**config.mk**
```make
export PLATFORM = sky130hd
export DESIGN_NAME = pmb_sel_pipe
export DESIGN_NICKNAME = d
export VERILOG_FILES = /design/src/rtl/pmb_sel_pipe.sv
export SDC_FILE = /design/constraint.sdc
export NUM_CORES = 1
export LEC_CHECK = 0
export ABC_AREA = 1
export BUFFER_PORTS_ARGS = -buffer_cell sky130_fd_sc_hd__buf_2
export CAP_MARGIN = 20
export CORE_MARGIN = 3
export CORE_UTILIZATION = 50
export CTS_CLUSTER_DIAMETER = 120
export CTS_CLUSTER_SIZE = 28
export DETAILED_ROUTE_END_ITERATION = 6
export PLACE_DENSITY = 0.84
export SETUP_SLACK_MARGIN = 0.4
export SYNTH_ARGS = -nofsm -noshare
export SYNTH_HDL_FRONTEND = slang
export SYNTH_SLANG_ARGS = --single-unit
```
**constraint.sdc**
```tcl
create_clock -name clk -period 1.75 [get_ports clk]
set_input_delay 0.2625 -clock clk [delete_from_list [all_inputs] [get_ports clk]]
set_output_delay 0.2625 -clock clk [all_outputs]
set_load 0.01 [all_outputs]
```
**src/rtl/pmb_sel_pipe.sv**
```systemverilog
// Channel select with optional data-background inversion, carried through a DEPTH-stage valid/ready pipeline.
// Latency DEPTH cycles, one word per cycle; a stalled output only blocks input once every stage is full (bubbles collapse).
`ifndef DATA_WIDTH
`define DATA_WIDTH 8
`endif

module pmb_sel_pipe #(
    parameter int DW    = `DATA_WIDTH,
    parameter int NCH   = 4,
    parameter int SELW  = 2,
    parameter int DEPTH = 2,
    parameter int CW    = 2
) (
    input  logic              clk,
    input  logic              rst,
    input  logic [NCH*DW-1:0] ch_data_in,
    input  logic [SELW-1:0]   sel_in,
    input  logic              inv_in,
    input  logic              in_valid,
    output logic              in_ready,
    input  logic              flush_in,
    output logic [DW-1:0]     d_out,
    output logic              out_valid,
    input  logic              out_ready,
    output logic [CW-1:0]     occ_out,
    output logic              err_out
);

    logic [DEPTH-1:0]         v_q, v_d;
    logic [DEPTH-1:0][DW-1:0] q_q, q_d;
    logic                     err_q, err_d;

    logic [DEPTH-1:0]         adv;
    logic                     all_full;
    logic [DW-1:0]            word_sel;
    logic [DW-1:0]            new_word;
    logic                     sel_ok;
    logic                     accept;
    logic [CW-1:0]            occ;

    // Out-of-range selects fall through as zero before inversion.
    always_comb begin
        word_sel = '0;
        sel_ok   = 1'b0;
        for (int k = 0; k < NCH; k++) begin
            if (sel_in == SELW'(k)) begin
                word_sel = ch_data_in[k*DW +: DW];
                sel_ok   = 1'b1;
            end
        end
        new_word = word_sel ^ {DW{inv_in}};
    end

    // A stage may advance if it or any later stage has room, or the output drains.
    always_comb begin
        all_full = 1'b1;
        adv      = '0;
        for (int i = DEPTH - 1; i >= 0; i--) begin
            all_full = all_full & v_q[i];
            adv[i]   = ~all_full | out_ready;
        end
    end

    assign in_ready = adv[0] & ~flush_in;
    assign accept   = in_valid & in_ready;

    always_comb begin
        v_d   = v_q;
        q_d   = q_q;
        err_d = err_q;
        if (flush_in) begin
            v_d = '0;
        end else begin
            for (int i = 1; i < DEPTH; i++) begin
                if (adv[i]) begin
                    v_d[i] = v_q[i-1];
                    q_d[i] = q_q[i-1];
                end
            end
            if (adv[0]) begin
                v_d[0] = accept;
                if (accept) begin
                    q_d[0] = new_word;
                end
            end
            if (accept && !sel_ok) begin
                err_d = 1'b1;
            end
        end
    end

    always_ff @(posedge clk or negedge rst) begin
        if (!rst) begin
            v_q   <= '0;
            q_q   <= '0;
            err_q <= 1'b0;
        end else begin
            v_q   <= v_d;
            q_q   <= q_d;
            err_q <= err_d;
        end
    end

    always_comb begin
        occ = '0;
        for (int i = 0; i < DEPTH; i++) begin
            occ = occ + CW'(v_q[i]);
        end
    end

    assign occ_out   = occ;
    assign d_out     = q_q[DEPTH-1];
    assign out_valid = v_q[DEPTH-1];
    assign err_out   = err_q;

endmodule

```
==> summary.txt, run 1 <==
Power and ir drop
  • Net Sw Power: 355 µW
  • Static Leakage: 0.845 nW
  • Comb power frac: 30.4%
  • Clock share of power: 19.9%
  • Reg power frac: 49.8%
  • Net Sw Frac: 32.0%
  • Peak supply drop: 0.585 mV
  • Pwr dens: 726 nW/µm²
  • P_int: 754 µW

Synthesis
  • Post-Synthesis Cells: 155
  • Synthesis warning total: 0
  • Register area share after synthesis: 40.4%
  • #FFs+latches synth: 19
  • Netlist cell types: 19
  • Post-Syn Area: 1180 µm²
  • Syn avg cell area: 7.59 µm²
  • Synthesized Nets: 196

Cells and area
  • Final nets: 246
  • Most frequent cells in the layout: nand2_1 (51), buf_2 (51), nand3_1 (22)
  • Ratio of cells with drive above 1 in the final layout: 40.2%
  • Area delta synth->final: 29.8%
  • Antenna diodes: 0
  • Utilization after layout: 73.3%
  • Final Instance Area: 1530 µm²
  • Filler instances: 171

Status
  • Run status: completed

Global routing
  • Antenna violations before repair: 0
  • Vias in the first global route: 1148
  • Largest net degree at the start of global routing: 20
  • Total track usage: 23.2%
  • First-pass GRT wire length: 4850 µm
  • Grt ovf: 0

Hold path
  • Hold Crit Class: in2reg
  • Hold Path Stages: 2

STA
  • Slew Viols, Final: 0
  • Achievable Freq: 684 MHz
  • Final worst slack: 289 ps
  • Final Hold Viols: 0
  • Clock skew: 6.49 ps
  • Slew headroom: 72.6%
  • Hold WS: 204 ps
  • Setup TNS: 0 ps
  • Min Tclk post-route: 1460 ps
  • Final setup vio count: 0
  • RSZ-0062 raised after global routing: true
  • Period Utilization, post-route: 83.5%
  • Worst-Margin Slew: 411 ps

Critical path
  • Reg2Reg Depth: 10
  • Most used cell, CP: nor2_2
  • CP Data Arrival Time: 1200 ps
  • CP Max Fanout: 2
  • Startpoint Class: flop
  • CP max stage cell: dfrtp_1
  • CP Data Required Time: 1490 ps
  • Register-to-Register Setup Slack: 380 ps
  • Crit-path cells: ha_4 > inv_2 > nor2_2 > nor2_2 > buf_2
  • CP Capture Type: primary output
  • Setup CP Type: reg2out
  • Largest stage delay on the critical path: 420 ps

Clock network
  • CTS Buf Count: 3
  • Worst-path clk slew: 100 ps
  • Clk buf depth: 2
  • Worst-Skew Late Latency: 300 ps
  • Root Driver: clkbuf_4
  • H-tree levels: 1
  • CTS tree: done
  • Clock sinks: 19

Detailed routing
  • DR pass1 iterations: 5
  • Routed vias: 1233
  • Initial DRC count: 23
  • Routed wire length: 3180 µm
  • Post-route ant nets: 0
  • Drt wl/cell: 13.8 µm
  • Drc violations: 0
  • Via-per-instance ratio: 5.34

Floorplan
  • Die area: 2970 µm²
  • Core area: 2080 µm²
  • I/O pin count: 53
  • Starting Density: 56.5%
  • Die X: 54.5 µm
  • Rows: 16
  • Die height: 54.5 µm

Placed design
  • Setup WS pre-CTS: 371 ps
  • Placed cell area: 1380 µm²
  • Port Buffers: 52
  • Placer Congestion: 0.762
  • HPWL after DPL: 2310 µm

Job
  • Max-cap violation count: 0
[path summary, 6_finish.rpt]
check	start	endpoint
min in group asynchronous	rst	d_out[4]$_DFFE_PN0P_
setup reg to reg	v_q[1]$_DFFE_PN0P_	q_q[6]$_DFFE_PN0P_
max in group asynchronous	rst	q_q[7]$_DFFE_PN0P_
hold / removal	out_ready	v_q[0]$_DFFE_PN0P_
setup / recovery	v_q[1]$_DFFE_PN0P_	in_ready
hold reg to reg	err_out$_DFFE_PN0P_	err_out$_DFFE_PN0P_
[per-stage QoR]
stage | power [mW] | instances
finish | 1.11 | 231
global route | 1.18 | 231
CTS | 1.09 | 228
detailed placement | 0.860 | 221
global placement | 0.842 | 221
floorplan | 0.783 | 155
[state kept, by name, summed over array words and instances (netlist names)]
name and flops:
d_out 8, q_q 8, v_q 2, err_out 1
[metal layers]
layer | GRT usage [%] | vias to the layer above | part of all wire (%)
met5 | 0 | - | 0
met3 | 3.00 | 11 | 5.8
li1 | - | 592 | -
met4 | 10.8 | 0 | 3.0
met1 | 24.2 | 593 | 36
met2 | 44.8 | 37 | 56
[timing repair]
item,CTS,global route
setup buffers,2,2
hold buffers,1,0
cloned,0,1
hold endpoints to repair,19,0
setup endpoints to repair,10,10
gates resized for setup,6,10
pin swaps,2,12
[cells by family (layout without fill, tap and decap cells)]
group / after synthesis / count (layout) / synth area share (%)
multiplexers: 8 / 8 / 7.66
buffers and inverters: 25 / 73 / 11.8
adder cells (fa/ha/maj): 1 / 1 / 1.06
flip-flops: 19 / 19 / 40.4
AO/OA/AOI/OAI: 10 / 10 / 4.47
AND/OR/NAND/NOR: 92 / 93 / 34.6
[cell usage after synthesis]
library cell,count,share of area (%)
nand2_1,51,16
nand3_1,27,11
dfrtp_1,19,40
buf_4,10,6.4
inv_1,10,3.2
o21ai_0,9,3.8
mux2_2,8,7.7
nor2_1,4,1.3
or2_1,3,1.6
inv_2,2,0.64
nand2_2,2,1.1
nand3b_1,2,1.3
or2_0,2,1.1
buf_1,1,0.32
buf_6,1,0.96
clkbuf_1,1,0.32
ha_1,1,1.1
nor2_2,1,0.53
o31ai_1,1,0.64
[critical path: cells and delay by family, from the launching register on]
family / cells / cell delay, ps
adders and majority gates: 1 / 170
buffers and inverters: 2 / 190
DFF: 1 / 420
and+or+nand+nor: 2 / 120
[cell type report]
type	instances	area, µm²	area share, %
clock inverters	1	5.00	0.328
well taps	27	33.8	2.21
clock buffers	3	22.5	1.48
inverters	12	52.6	3.44
multi-input cells	112	627	41.1
flip-flops and latches	19	475	31.1
repair buffers	57	310	20.3
[power groups by stage]
stage | sequential [mW] | combinational (mW) | clock [mW]
after global placement | 0.553 | 0.288 | 0
final | 0.551 | 0.337 | 0.220
after global routing | 0.558 | 0.375 | 0.242
after CTS | 0.549 | 0.318 | 0.221
after detailed placement | 0.557 | 0.303 | 0
after floorplan | 0.547 | 0.236 | 0
Power figures use the tool's default switching activity.
==> run 2: changes to the inputs <==
--- a/config.mk
+++ b/config.mk
@@ -9,11 +9,11 @@
 export BUFFER_PORTS_ARGS = -buffer_cell sky130_fd_sc_hd__buf_2
 export CAP_MARGIN = 20
 export CORE_MARGIN = 3
-export CORE_UTILIZATION = 50
+export CORE_UTILIZATION = 42
 export CTS_CLUSTER_DIAMETER = 120
 export CTS_CLUSTER_SIZE = 28
 export DETAILED_ROUTE_END_ITERATION = 6
-export PLACE_DENSITY = 0.84
+export PLACE_DENSITY = 0.75
 export SETUP_SLACK_MARGIN = 0.4
 export SYNTH_ARGS = -nofsm -noshare
 export SYNTH_HDL_FRONTEND = slang
==> constraint.sdc (replaced) <==
create_clock -name clk -period 1.3 [get_ports clk]
set_input_delay 0.195 -clock clk [delete_from_list [all_inputs] [get_ports clk]]
set_output_delay 0.195 -clock clk [all_outputs]
set_load 0.01 [all_outputs]
==> run 2 against run 1 <==
The flow now finishes with violations (negative setup slack). Largest cell class unchanged. Count of clock-buffer cells in the layout rose by 1. Clock skew down 4.2 ps. Total power is 43% higher. Critical path type unchanged. Final area grew 10%. Sequential share of layout area fell by 2.9 points. Cell count increased by 5.6%. Sequential power up 34%. First-iteration DRC count increased by 22%. Wire length shrank 4.1%.
==> summary.txt, run 2 (synthesized netlist as in run 1, its figures left out) <==
Clock network
  • Worst-Skew Late Latency: 290 ps
  • CTS tree: done
  • CTS Buf Count: 3
  • Clk buf depth: 2
  • H-tree levels: 1
  • Worst-path clk slew: 100 ps
  • Root Driver: clkbuf_4
  • Clock sinks: 19

Global routing
  • Vias in the first global route: 1143
  • Antenna violations before repair: 0
  • Grt ovf: 0
  • First-pass GRT wire length: 4780 µm
  • Largest net degree at the start of global routing: 20
  • Total track usage: 17.5%

Critical path
  • Startpoint Class: flop
  • CP Data Required Time: 1110 ps
  • CP Data Arrival Time: 1240 ps
  • Setup CP Type: reg2out
  • CP Capture Type: primary output
  • CP Max Fanout: 2

Detailed routing
  • Post-route ant nets: 0
  • Routed vias: 1188
  • Via-per-instance ratio: 4.87
  • Routed wire length: 3050 µm
  • DR pass1 iterations: 4
  • Drt wl/cell: 12.5 µm
  • Initial DRC count: 28
  • Drc violations: 0

Placed design
  • Port Buffers: 52
  • Setup WS pre-CTS: 6.98 ps
  • Placer Congestion: 0.753
  • HPWL after DPL: 2080 µm
  • Placed cell area: 1400 µm²
  • Post-Place Cells: 224

Cells and area
  • Flip-flop and latch area: 475 µm²
  • Utilization after layout: 65.5%
  • Ratio of cells with drive above 1 in the final layout: 45.8%
  • Filler instances: 217
  • Multi-input logic area: 689 µm²
  • Final Instance Area: 1680 µm²
  • Antenna diodes: 0
  • Final nets: 256
  • Most frequent cells in the layout: buf_2 (51), nand2_1 (49), nand3_1 (19), dfrtp_1 (19), buf_4 (11)
  • Non-Filler Instances: 244
  • Area delta synth->final: 43.0%
  • Most common cell after layout, fill and taps aside: buf_2

Power and ir drop
  • Peak supply drop: 0.836 mV
  • Static Leakage: 0.921 nW
  • Total power: 1.58 mW
  • Pwr dens: 941 nW/µm²

STA
  • Worst-Margin Slew: 423 ps
  • Slew headroom: 71.8%
  • Hold WS: 114 ps
  • Period Utilization, post-route: 110%
  • Slew Viols, Final: 0
  • Final setup vio count: 12
  • Achievable Freq: 697 MHz
  • Min Tclk post-route: 1440 ps
  • Setup TNS: -1120 ps
  • RSZ-0062 raised after global routing: true
  • Final worst slack: -135 ps
  • Final Hold Viols: 0
  • Clock skew: 2.29 ps

Job
  • Max-cap violation count: 0

Status
  • Run status: complete, but fails checks
  • Failing checks: negative setup slack

Floorplan
  • Die area: 3470 µm²
  • I/O pin count: 53
  • Die X: 58.9 µm
  • Rows: 18
  • Die height: 58.9 µm
  • Starting Density: 45.8%
  • Core area: 2570 µm²

Hold path
  • Hold Crit Class: in2reg
-- run 2: timing repair --
item / 4_1_cts / 5_1_grt
cloned: 1 / 0
endpoints found under the setup margin: 30 / 31
hold endpoints to repair: 19 / 0
gates resized for setup: 18 / 9
pin swaps: 18 / 2
buffers inserted: 7 / 7
hold buffers: 1 / 0
-- run 2: power by group --
group | total, mW | leakage (nW) | switching [mW] | internal [mW]
clock | 0.291 | 0.0150 | 0.172 | 0.119
sequential | 0.740 | 0.236 | 0.0517 | 0.689
combinational | 0.551 | 0.670 | 0.268 | 0.283
total | 1.58 | 0.921 | 0.492 | 1.09
-- run 2: path summary, 6_finish.rpt --
check / startpoint / endpoint / slack, ps / cells after the start
worst max register to register: v_q[0]$_DFFE_PN0P_ / q_q[6]$_DFFE_PN0P_ / -120 / 10
worst min register to register: err_out$_DFFE_PN0P_ / err_out$_DFFE_PN0P_ / 380 / 0
worst min-delay path: flush_in / v_q[1]$_DFFE_PN0P_ / 110 / 2
worst max-delay path: v_q[0]$_DFFE_PN0P_ / in_ready / -140 / 5
max in group asynchronous: rst / q_q[6]$_DFFE_PN0P_ / 640 / 2
min in group asynchronous: rst / d_out[1]$_DFFE_PN0P_ / 370 / 2
-- run 2: per-layer routing --
layer	GRT usage, %	part of all wire, %	vias to the layer above
met2	32.2	53	48
met4	5.83	1.1	0
met1	21.7	41	522
met3	0.658	5.3	4
li1	-	-	614
met5	0	0	-
-- run 2: final cells by class --
cell class / instances / share of cell area (%)
clock buffer: 4 / 1.56
inverter: 12 / 3.57
multi-input combinational: 112 / 41.0
sequential: 19 / 28.3
tap: 30 / 2.23
timing repair buffer: 67 / 23.4
-- run 2: critical path: stages (launching register included) --
cell and delay, ps:
dfrtp_1 450, ha_4 200, inv_4 50, nor2_2 30
nor2_2 80, buf_2 140
==> run 3: changes to the inputs <==
--- a/config.mk
+++ b/config.mk
@@ -6,7 +6,7 @@
 export NUM_CORES = 1
 export LEC_CHECK = 0
 export ABC_AREA = 1
-export BUFFER_PORTS_ARGS = -buffer_cell sky130_fd_sc_hd__buf_2
+export BUFFER_PORTS_ARGS = -buffer_cell sky130_fd_sc_hd__clkbuf_2
 export CAP_MARGIN = 20
 export CORE_MARGIN = 3
 export CORE_UTILIZATION = 42
==> run 3 against run 2 <==
Critical path depth unchanged. The flow still finishes with violations (negative setup slack). Via count decreased by 2.3%. Highest routed layer unchanged. Combinational power about the same. Count of clock-buffer cells in the layout decreased by 1. Cell count decreased by 0.82%. Sequential power about the same.
==> summary.txt, run 3 (synthesized netlist as in run 1, its figures left out) <==
Critical path
  • Startpoint Class: flop
  • CP Capture Type: primary output
  • CP Data Arrival Time: 1210 ps
  • Setup CP Type: reg2out
  • CP Max Fanout: 2
  • CP Data Required Time: 1110 ps

Job
  • Max-cap violation count: 0

Floorplan
  • Die X: 58.9 µm
  • Die height: 58.9 µm
  • Rows: 18
  • Starting Density: 45.8%
  • Die area: 3470 µm²
  • Core area: 2570 µm²
  • I/O pin count: 53

Clock network
  • CTS tree: done
  • Root Driver: clkbuf_4
  • Clock sinks: 19
  • Clk buf depth: 2
  • Worst-path clk slew: 100 ps
  • CTS Buf Count: 3
  • H-tree levels: 1
  • Worst-Skew Late Latency: 290 ps

Detailed routing
  • Uppermost layer routed: met4
  • Routed wire length: 2680 µm
  • Via-per-instance ratio: 4.80
  • DR pass1 iterations: 5
  • Met1 Wirelength: 1090 µm
  • DR WL met3: 213 µm
  • DR WL met2: 1350 µm
  • Routed vias: 1161
  • Drc violations: 0
  • Post-route ant nets: 0
  • Drt wl/cell: 11.1 µm
  • Initial DRC count: 19

Power and ir drop
  • Reg power frac: 46.9%
  • Peak supply drop: 0.843 mV
  • P_int: 1.11 mW
  • Comb power frac: 34.9%
  • Static Leakage: 0.931 nW
  • Net Sw Power: 478 µW
  • Net Sw Frac: 30.2%
  • Pwr dens: 958 nW/µm²
  • Clock share of power: 18.2%

Cells and area
  • Flip-flop and latch area: 475 µm²
  • Ratio of cells with drive above 1 in the final layout: 42.0%
  • Most frequent cells in the layout: nand2_1 (50), clkbuf_2 (39), nand3_1 (24)
  • Most common cell after layout, fill and taps aside: nand2_1
  • Multi-input logic area: 677 µm²
  • Area delta synth->final: 40.6%
  • Antenna diodes: 0
  • Non-Filler Instances: 242
  • Filler instances: 226
  • Final nets: 254

Hold path
  • Hold Crit Class: in2reg

STA
  • Achievable Freq: 710 MHz
  • Period Utilization, post-route: 108%
  • Worst-Margin Slew: 455 ps
  • Hold WS: 122 ps
  • Final worst slack: -108 ps
  • Final Hold Viols: 0
  • Final setup vio count: 10
  • Clock skew: 1.55 ps
  • Slew headroom: 69.7%
  • RSZ-0062 raised after global routing: true
  • Slew Viols, Final: 0
  • Min Tclk post-route: 1410 ps

Global routing
  • Antenna violations before repair: 0
  • Total track usage: 16.0%
  • Largest net degree at the start of global routing: 20
  • First-pass GRT wire length: 4390 µm
  • Grt ovf: 0
  • Vias in the first global route: 1090

Placed design
  • Post-Place Cells: 224
  • Port Buffers: 52
  • HPWL after DPL: 2060 µm
  • Placer Congestion: 0.762

Status
  • Run status: complete, but fails checks
  • Failing checks: negative setup slack
[run 3: worst max-delay path, stage by stage, from the launching register on]
cell and delay, ps:
dfrtp_1 430, ha_4 180, inv_2 50, nor2_2 40, nor2_2 80, buf_2 140
[run 3: power by group through the flow]
stage	sequential, mW	clock [mW]	combinational, mW
floorplan	0.737	0	0.327
global placement	0.747	0	0.399
detailed placement	0.754	0	0.409
CTS	0.741	0.299	0.460
global route	0.755	0.318	0.619
finish	0.743	0.288	0.552
[run 3: area by class of cell]
class,count,area share (%)
multi-input cells,112,40.9
flip-flops and latches,19,28.7
repair buffers,65,23.2
inverters,12,3.18
well taps,30,2.27
clock buffers,3,1.36
clock inverters,1,0.303
[run 3: timing repair]
item,4_1_cts,5_1_grt
pin swaps,3,6
gates resized for setup,8,28
hold buffers,1,0
setup endpoints to repair,30,30
setup buffers,6,6
hold endpoints to repair,19,0
gates cloned,0,1
[run 3: metal layers]
metal / global-route usage [%] / vias up
met5: 0 / -
met4: 5.83 / 0
met3: 1.75 / 4
met2: 28.5 / 49
met1: 19.8 / 498
li1: - / 610
[run 3: metrics by stage]
stage	utilization [%]	TNS [ps]	worst slack (ps)	power (mW)	instance area (µm²)
final	64.4	-488	-108	1.58	1650
after global placement	54.6	0	55.9	1.15	1400
after floorplan	-	-36.9	-5.27	1.06	1200
after detailed placement	54.6	-42.1	-9.94	1.16	1400
after global routing	64.4	-1370	-167	1.69	1650
after CTS	59.6	-137	-122	1.50	1530
[run 3: path summary, 6_finish.rpt]
kind	from	to	slack, ps	cells past startpoint
max	v_q[0]$_DFFE_PN0P_	in_ready	-110	5
min in group asynchronous	rst	v_q[1]$_DFFE_PN0P_	370	2
max reg2reg	v_q[1]$_DFFE_PN0P_	q_q[3]$_DFFE_PN0P_	-50	10
min reg2reg	err_out$_DFFE_PN0P_	err_out$_DFFE_PN0P_	390	0
min	flush_in	v_q[1]$_DFFE_PN0P_	120	2
max in group asynchronous	rst	d_out[2]$_DFFE_PN0P_	620	2
